**config.mk**
```make
export PLATFORM = sky130hd
export DESIGN_NAME = tx_serial_ascii
export DESIGN_NICKNAME = d
export VERILOG_FILES = /design/src/rtl/tx_serial_ascii.sv
export SDC_FILE = /design/constraint.sdc
export NUM_CORES = 1
export LEC_CHECK = 0
export BUFFER_PORTS_ARGS = -buffer_cell sky130_fd_sc_hd__buf_4
export CORE_ASPECT_RATIO = 0.7
export CORE_MARGIN = 3
export CORE_UTILIZATION = 57
export DETAILED_ROUTE_END_ITERATION = 6
export PLACE_DENSITY = 0.78
export SYNTH_ARGS = -nofsm -noshare
export SYNTH_HDL_FRONTEND = slang
export SYNTH_SLANG_ARGS = --single-unit
```
**constraint.sdc**
```tcl
create_clock -name clock -period 2.24 [get_ports clock]
set_clock_uncertainty 0.15 [all_clocks]
set_input_delay 0.336 -clock clock [delete_from_list [all_inputs] [get_ports clock]]
set_output_delay 0.336 -clock clock [all_outputs]
set_load 0.05 [all_outputs]
```
**src/rtl/tx_serial_ascii.sv**
```systemverilog
// Serial transmitter for 7-bit ASCII characters, 10-bit frame, LSB first.
// Define TX_SERIAL_PARITY_EN for a 7O1 frame; the default build sends 7N2.
module tx_serial_ascii #(
  parameter int CLKS_PER_BIT = 434
) (
  input  logic       clock,
  input  logic       reset,
  input  logic       partida,
  input  logic [6:0] dados_ascii,
  output logic       saida_serial,
  output logic       pronto,
  output logic       ocupado,
  output logic [1:0] db_estado
);

  localparam int TW = (CLKS_PER_BIT > 1) ? $clog2(CLKS_PER_BIT) : 1;
  localparam logic [TW-1:0] TICK_MAX = TW'(CLKS_PER_BIT - 1);

  typedef enum logic [1:0] {
    REPOUSO     = 2'b00,
    PREPARACAO  = 2'b01,
    TRANSMISSAO = 2'b10,
    FINAL       = 2'b11
  } estado_t;

  estado_t       r_estado;
  estado_t       w_prox;
  logic [9:0]    r_shift;
  logic [3:0]    r_bit_cnt;
  logic [TW-1:0] r_tick;
  logic          w_tick_fim;
  logic          w_ultimo_bit;
  logic          w_bit9;

`ifdef TX_SERIAL_PARITY_EN
  assign w_bit9 = ~^dados_ascii;
`else
  assign w_bit9 = 1'b1;
`endif

  assign w_tick_fim   = (r_tick == TICK_MAX);
  assign w_ultimo_bit = (r_bit_cnt == 4'd9);

  always_ff @(posedge clock or posedge reset) begin
    if (reset) begin
      r_estado <= REPOUSO;
    end else begin
      r_estado <= w_prox;
    end
  end

  always_comb begin
    w_prox       = r_estado;
    saida_serial = 1'b1;
    pronto       = 1'b0;
    ocupado      = 1'b0;
    db_estado    = r_estado;
    case (r_estado)
      REPOUSO: begin
        if (partida) w_prox = PREPARACAO;
      end
      PREPARACAO: begin
        ocupado = 1'b1;
        w_prox  = TRANSMISSAO;
      end
      TRANSMISSAO: begin
        ocupado      = 1'b1;
        saida_serial = r_shift[0];
        if (w_tick_fim && w_ultimo_bit) w_prox = FINAL;
      end
      FINAL: begin
        pronto = 1'b1;
        w_prox = REPOUSO;
      end
      default: w_prox = REPOUSO;
    endcase
  end

  // Data is captured in preparacao: the upstream mux settles one cycle late.
  always_ff @(posedge clock or posedge reset) begin
    if (reset) begin
      r_shift   <= '1;
      r_bit_cnt <= '0;
      r_tick    <= '0;
    end else begin
      case (r_estado)
        PREPARACAO: begin
          r_shift   <= {1'b1, w_bit9, dados_ascii, 1'b0};
          r_bit_cnt <= '0;
          r_tick    <= '0;
        end
        TRANSMISSAO: begin
          if (w_tick_fim) begin
            r_tick    <= '0;
            r_shift   <= {1'b1, r_shift[9:1]};
            r_bit_cnt <= r_bit_cnt + 4'd1;
          end else begin
            r_tick <= r_tick + 1'b1;
          end
        end
        FINAL: begin
          r_bit_cnt <= '0;
          r_tick    <= '0;
        end
        default: ;
      endcase
    end
  end

endmodule

```
==> impl_metrics.ini, run 1 <==
[timing]
timing.final.crit_share = 0.920
drv_slew = 0
min_period_ns = 2.06
worst_pin_slew_ns = 0.460
hold_ws_ns = 0.0710
final.setup.tns_ns = 0
max_slew_margin = 0.692
finalHoldViolCount = 0
finalSetupViolations = 0
timing.fmax_mhz = 485
worst_slack_ns = 0.179
grt_setup_unrepaired = false

[setup_path]
path_depth = 4
critPathSlowestCell = dfrtp_1
worstReg2RegStart = db_estado[1]
cp_top_family = flip-flops
r2r_slack_ns = 0.27
arrival_ns = 1.58
end_kind = output pin
rr_endpoint = r_bit_cnt[1]
r2r_cells = 5
path_cells = inv_1, ha_2, nand2b_1, buf_4
path_class = reg -> out
worst-path-buf-inv = 2
cp-start-kind = register
worstPathMaxFanout = 17
cp.required_ns = 1.75
max_stage_delay_ns = 0.44

[layout]
diodes = 0
stdcell_area_mm2 = 0.00150
final_nets = 167
fillers = 152
stdcell_count = 177
drive_above_1_share = 0.265
area_delta_synth_final_pct = 13.5
fin_util = 0.744

[synth]
synth_async_sr_flop_share = 1.00
yosys.cell_types.count = 38
ys.flop_type = dfrtp_1
ys_seq_elements = 23
syn_nets = 148
synthesis.area_mm2 = 0.00132
ys_seq_area_frac = 0.443
netlist_instances = 129
synth_edf_count = 0
synth.avg_cell_area_um2 = 10.3
ys_warn_count = 0

[cts]
htree_levels = 1
cts_setup_buffers = 0
clk-insertion-delay-late_ns = 0.32
cts_buffers = 3
cts_tree = done
root_buffer = clkbuf_4
clkSlewWorstSetupHoldPaths_ns = 0.12
clock_path_buffers = 2
cts_sinks = 23

[routing]
met1_length_um = 1350
avgRoutedWirePerCell_um = 14.7
wl_um = 2600
vias_per_cell = 5.62
route.antenna.remaining_nets = 0
wl_met3_um = 161
route.met2.wl_um = 1050
first_pass_iters = 4
top_layer = met4
drtIter0Drc = 104
drc_errors = 0
vias = 994

[global_route]
grt_use_total = 0.204
grt_pass1_wl_um = 4500
antenna_found_initial = 0
grt-ovfl-total = 0
grt_max_degree = 24
grt_pass1_vias = 974

[place]
hpwl_um = 1880
dpl_cell_area_mm2 = 0.00146
numPortBuffers = 14
pre_cts_ws_ns = 0.263
dp_cells = 172
place_congestion = 0.753

[worst_hold_path]
holdCritPathClass = in -> reg
hp-start = dados_ascii[6]
whs_path_depth = 3
min_to = r_shift[7]

[floorplan]
coreArea_mm2 = 0.00202
die_h_um = 46.3
rows = 13
dieArea_mm2 = 0.00294
ios = 15
fp.dieW_um = 63.6
start_util = 0.656

[pwr]
finalPower_mw = 1.83
power.density_mw_per_mm2 = 1220
leakagePower_nw = 0.676
ir_drop_mv = 1.11

[status]
status = finished clean

[job]
cap_violations = 0
## cells by family (layout without fill, tap and decap cells)
family	count (synthesis)	in the layout	share of synthesized area
xor gates and xnor gates	7	7	0.0464
AOI/OAI and AO/OA	23	23	0.142
buffers and inverters	10	28	0.0359
and+or+nand+nor	52	52	0.209
muxes	5	5	0.0388
DFF	23	23	0.443
adders and majority gates	9	9	0.0851
## cell type report
class	instances	area, um^2	area share
Multi-Input combinational cell	96	692	0.461
Sequential cell	23	586	0.390
Timing Repair Buffer	18	138	0.0917
Tap cell	30	37.5	0.0250
Clock buffer	4	26.3	0.0175
Inverter	6	22.5	0.0150
## worst max-delay path by stage
stage                      start           end
finish              db_estado[0]  saida_serial
global placement    db_estado[0]    r_shift[6]
detailed placement  db_estado[0]    r_shift[6]
floorplan           db_estado[0]  r_bit_cnt[2]
CTS                 db_estado[0]  saida_serial
global route        db_estado[0]  saida_serial
## layout by cell type (no fill, tap or decap), types with 4 or more instances in the layout
cell type and n:
inv_1 6, nand2b_1 4, xnor2_1 5, a21oi_1 4, dfrtp_1 15, ha_1 8, dfstp_2 8, nor2b_1 7
buf_4 17, nand2_1 11, nor2_1 13, mux2i_1 4
## tightest hold or removal path, delay by kind of cell
| family | cells | cell delay (ns) |
|---|---|---|
| buffers and inverters | 2 | 0.16 |
| AO/OA/AOI/OAI | 1 | 0.06 |
## where the power goes
part | internal [mW] | switching (mW)
Sequential | 0.557 | 0.0899
Combinational | 0.378 | 0.614
Clock | 0.0699 | 0.124
Total | 1.01 | 0.827
## per-layer routing
layer  vias up  GRT usage
li1        489          -
met5         -          0
met4         0     0.0644
met2        25      0.311
met3         6     0.0756
met1       474      0.273
## synthesized netlist by cell type (2+ instances only)
cell type / count / area (um^2)
nor2b_1: 7 / 43.8
nor3_1: 3 / 15.0
a211oi_1: 3 / 22.5
and3_1: 2 / 12.5
ha_1: 9 / 113
o31ai_1: 2 / 15.0
xnor2_1: 5 / 43.8
inv_1: 6 / 22.5
nand4b_1: 3 / 26.3
nand3_1: 3 / 15.0
nand2_1: 11 / 41.3
buf_2: 2 / 10.0
nand2b_1: 4 / 25.0
nand4_1: 2 / 12.5
o21ai_0: 2 / 10.0
nor2_1: 13 / 48.8
dfstp_2: 8 / 210
mux2i_1: 4 / 40.0
xor2_1: 2 / 17.5
dfrtp_1: 15 / 375
a21oi_1: 4 / 20.0
o221a_2: 3 / 33.8
## state kept, by name, indices dropped and copies added (netlist names)
signal / flops
r_shift: 8
r_tick: 9
db_estado: 2
r_bit_cnt: 4
## what timing repair did
item                                    in CTS  in global routing
endpoints found under the setup margin       0                  1
hold buffers                                 1                  0
gates resized for setup                      0                  1
endpoints found under the hold margin       15                  0
No activity file was read; power rests on OpenSTA's default activity.
==> run 2, diff against run 1 <==
- CORE_ASPECT_RATIO: 0.7 -> 0.9
==> run 2 against run 1 <==
Against the previous run: die area shrank 0.28%; fmax shrank 0.51%; largest cell class unchanged; cell area shrank 0.42%; non-clock buffer count is the same; first-iteration DRC count shrank 87%; clock-buffer cell count is the same; wire length shrank 8.3%; critical path depth is the same; setup slack lost 0.011 ns; final cell count shrank 2.8%.
==> impl_metrics.ini, run 2 (synthesis results as in run 1) <==
[setup_path]
path_class = reg -> out
worstReg2RegStart = db_estado[1]
worstPathMaxFanout = 20
max_stage_delay_ns = 0.45
end_kind = output pin
rr_endpoint = r_bit_cnt[3]
r2r_slack_ns = 0.30
path_cells = inv_1, ha_2, nand2b_1, buf_4
r2r_cells = 5
cp-start-kind = register
arrival_ns = 1.59
cp.required_ns = 1.75
critPathSlowestCell = dfrtp_1

[routing]
first_pass_iters = 4
avgRoutedWirePerCell_um = 13.9
drtIter0Drc = 14
vias_per_cell = 5.67
vias = 975
drc_errors = 0
route.antenna.remaining_nets = 0
wl_um = 2380

[global_route]
antenna_found_initial = 0
grt_pass1_vias = 911
grt_pass1_wl_um = 4220
grt_use_total = 0.185
grt-ovfl-total = 0
grt_max_degree = 24

[timing]
finalHoldViolCount = 0
max_slew_margin = 0.715
min_period_ns = 2.07
hold_ws_ns = 0.0708
drv_slew = 0
timing.final.crit_share = 0.925
worst_slack_ns = 0.168
final.setup.tns_ns = 0
worst_pin_slew_ns = 0.426
finalSetupViolations = 0
timing.fmax_mhz = 483
grt_setup_unrepaired = false

[layout]
area_delta_synth_final_pct = 13.1
drive_above_1_share = 0.265
final_nets = 167
final_common_cell = buf_4
stdcell_count = 172
largest_register = r_tick
fillers = 146
diodes = 0
reg.largest.list = r_tick x9, r_shift x8, r_bit_cnt x4
largest_register_ffs = 9
final_cell_mix = buf_4, dfrtp_1, nor2_1

[floorplan]
start_util = 0.646
ios = 15
dieArea_mm2 = 0.00293
coreArea_mm2 = 0.00205
fp.dieW_um = 56.8
die_h_um = 51.7
rows = 15

[cts]
htree_levels = 1
root_buffer = clkbuf_4
clock_path_buffers = 2
cts_tree = done
cts_buffers = 3
clk-insertion-delay-late_ns = 0.31
cts_setup_buffers = 0
clkSlewWorstSetupHoldPaths_ns = 0.12
cts_sinks = 23

[worst_hold_path]
hp-start = dados_ascii[6]
min_to = r_shift[7]
whs_path_depth = 3
holdCritPathClass = in -> reg

[place]
dp_cells = 167
pre_cts_ws_ns = 0.191
hpwl_um = 1760
numPortBuffers = 14
place_congestion = 0.775

[job]
cap_violations = 0

[status]
status = finished clean

[pwr]
leakagePower_nw = 0.676
ir_drop_mv = 1.18
power.density_mw_per_mm2 = 1200
## run 2: report_power, final
group / switching, mW / internal, mW
logic: 0.586 / 0.377
clock network: 0.122 / 0.0695
registers: 0.0884 / 0.557
total: 0.796 / 1.00
## run 2: critical path: cells and delay by family (launching register included)
kind,cells,cell delay (ns)
buffers and inverters,2,0.32
adders and majority gates,1,0.41
DFF,1,0.45
and+or+nand+nor,1,0.09
## run 2: layout make-up
| type | count | area [um^2] | share of cell area |
|---|---|---|---|
| flip-flops and latches | 23 | 586 | 0.392 |
| repair buffers | 18 | 138 | 0.0921 |
| inverters | 6 | 22.5 | 0.0151 |
| well taps | 25 | 31.3 | 0.0209 |
| clock buffers | 4 | 26.3 | 0.0176 |
| multi-input cells | 96 | 692 | 0.463 |
## run 2: worst max-delay path by stage
stage	slack, ns	cells past startpoint	startpoint	endpoint
3_3_place_gp	0.29	5	db_estado[0]	r_shift[4]
2_1_floorplan	0.03	4	db_estado[0]	r_bit_cnt[2]
5_1_grt	0.03	4	db_estado[0]	saida_serial
6_report	0.17	4	db_estado[0]	saida_serial
4_1_cts	0.13	4	db_estado[0]	saida_serial
3_5_place_dp	0.19	5	db_estado[0]	r_shift[5]
## run 2: timing repair
action,4_1_cts,5_1_grt
setup endpoints to repair,1,0
hold buffers,1,0
gates resized for setup,1,0
hold endpoints to repair,15,0
## run 2: through the flow
stage	power (mW)	area (um^2)	utilization
3_5_place_dp	1.62	1460	0.712
2_1_floorplan	1.37	1320	-
3_3_place_gp	1.58	1460	0.712
4_1_cts	1.82	1500	0.731
5_1_grt	1.94	1500	0.731
6_report	1.80	1500	0.731
## run 2: layer usage
layer,GRT usage,up-vias,share of wire
met5,0,-,0
met4,0.0232,0,0.0038
met3,0.0596,2,0.047
met2,0.292,25,0.43
met1,0.259,453,0.51
li1,-,495,-
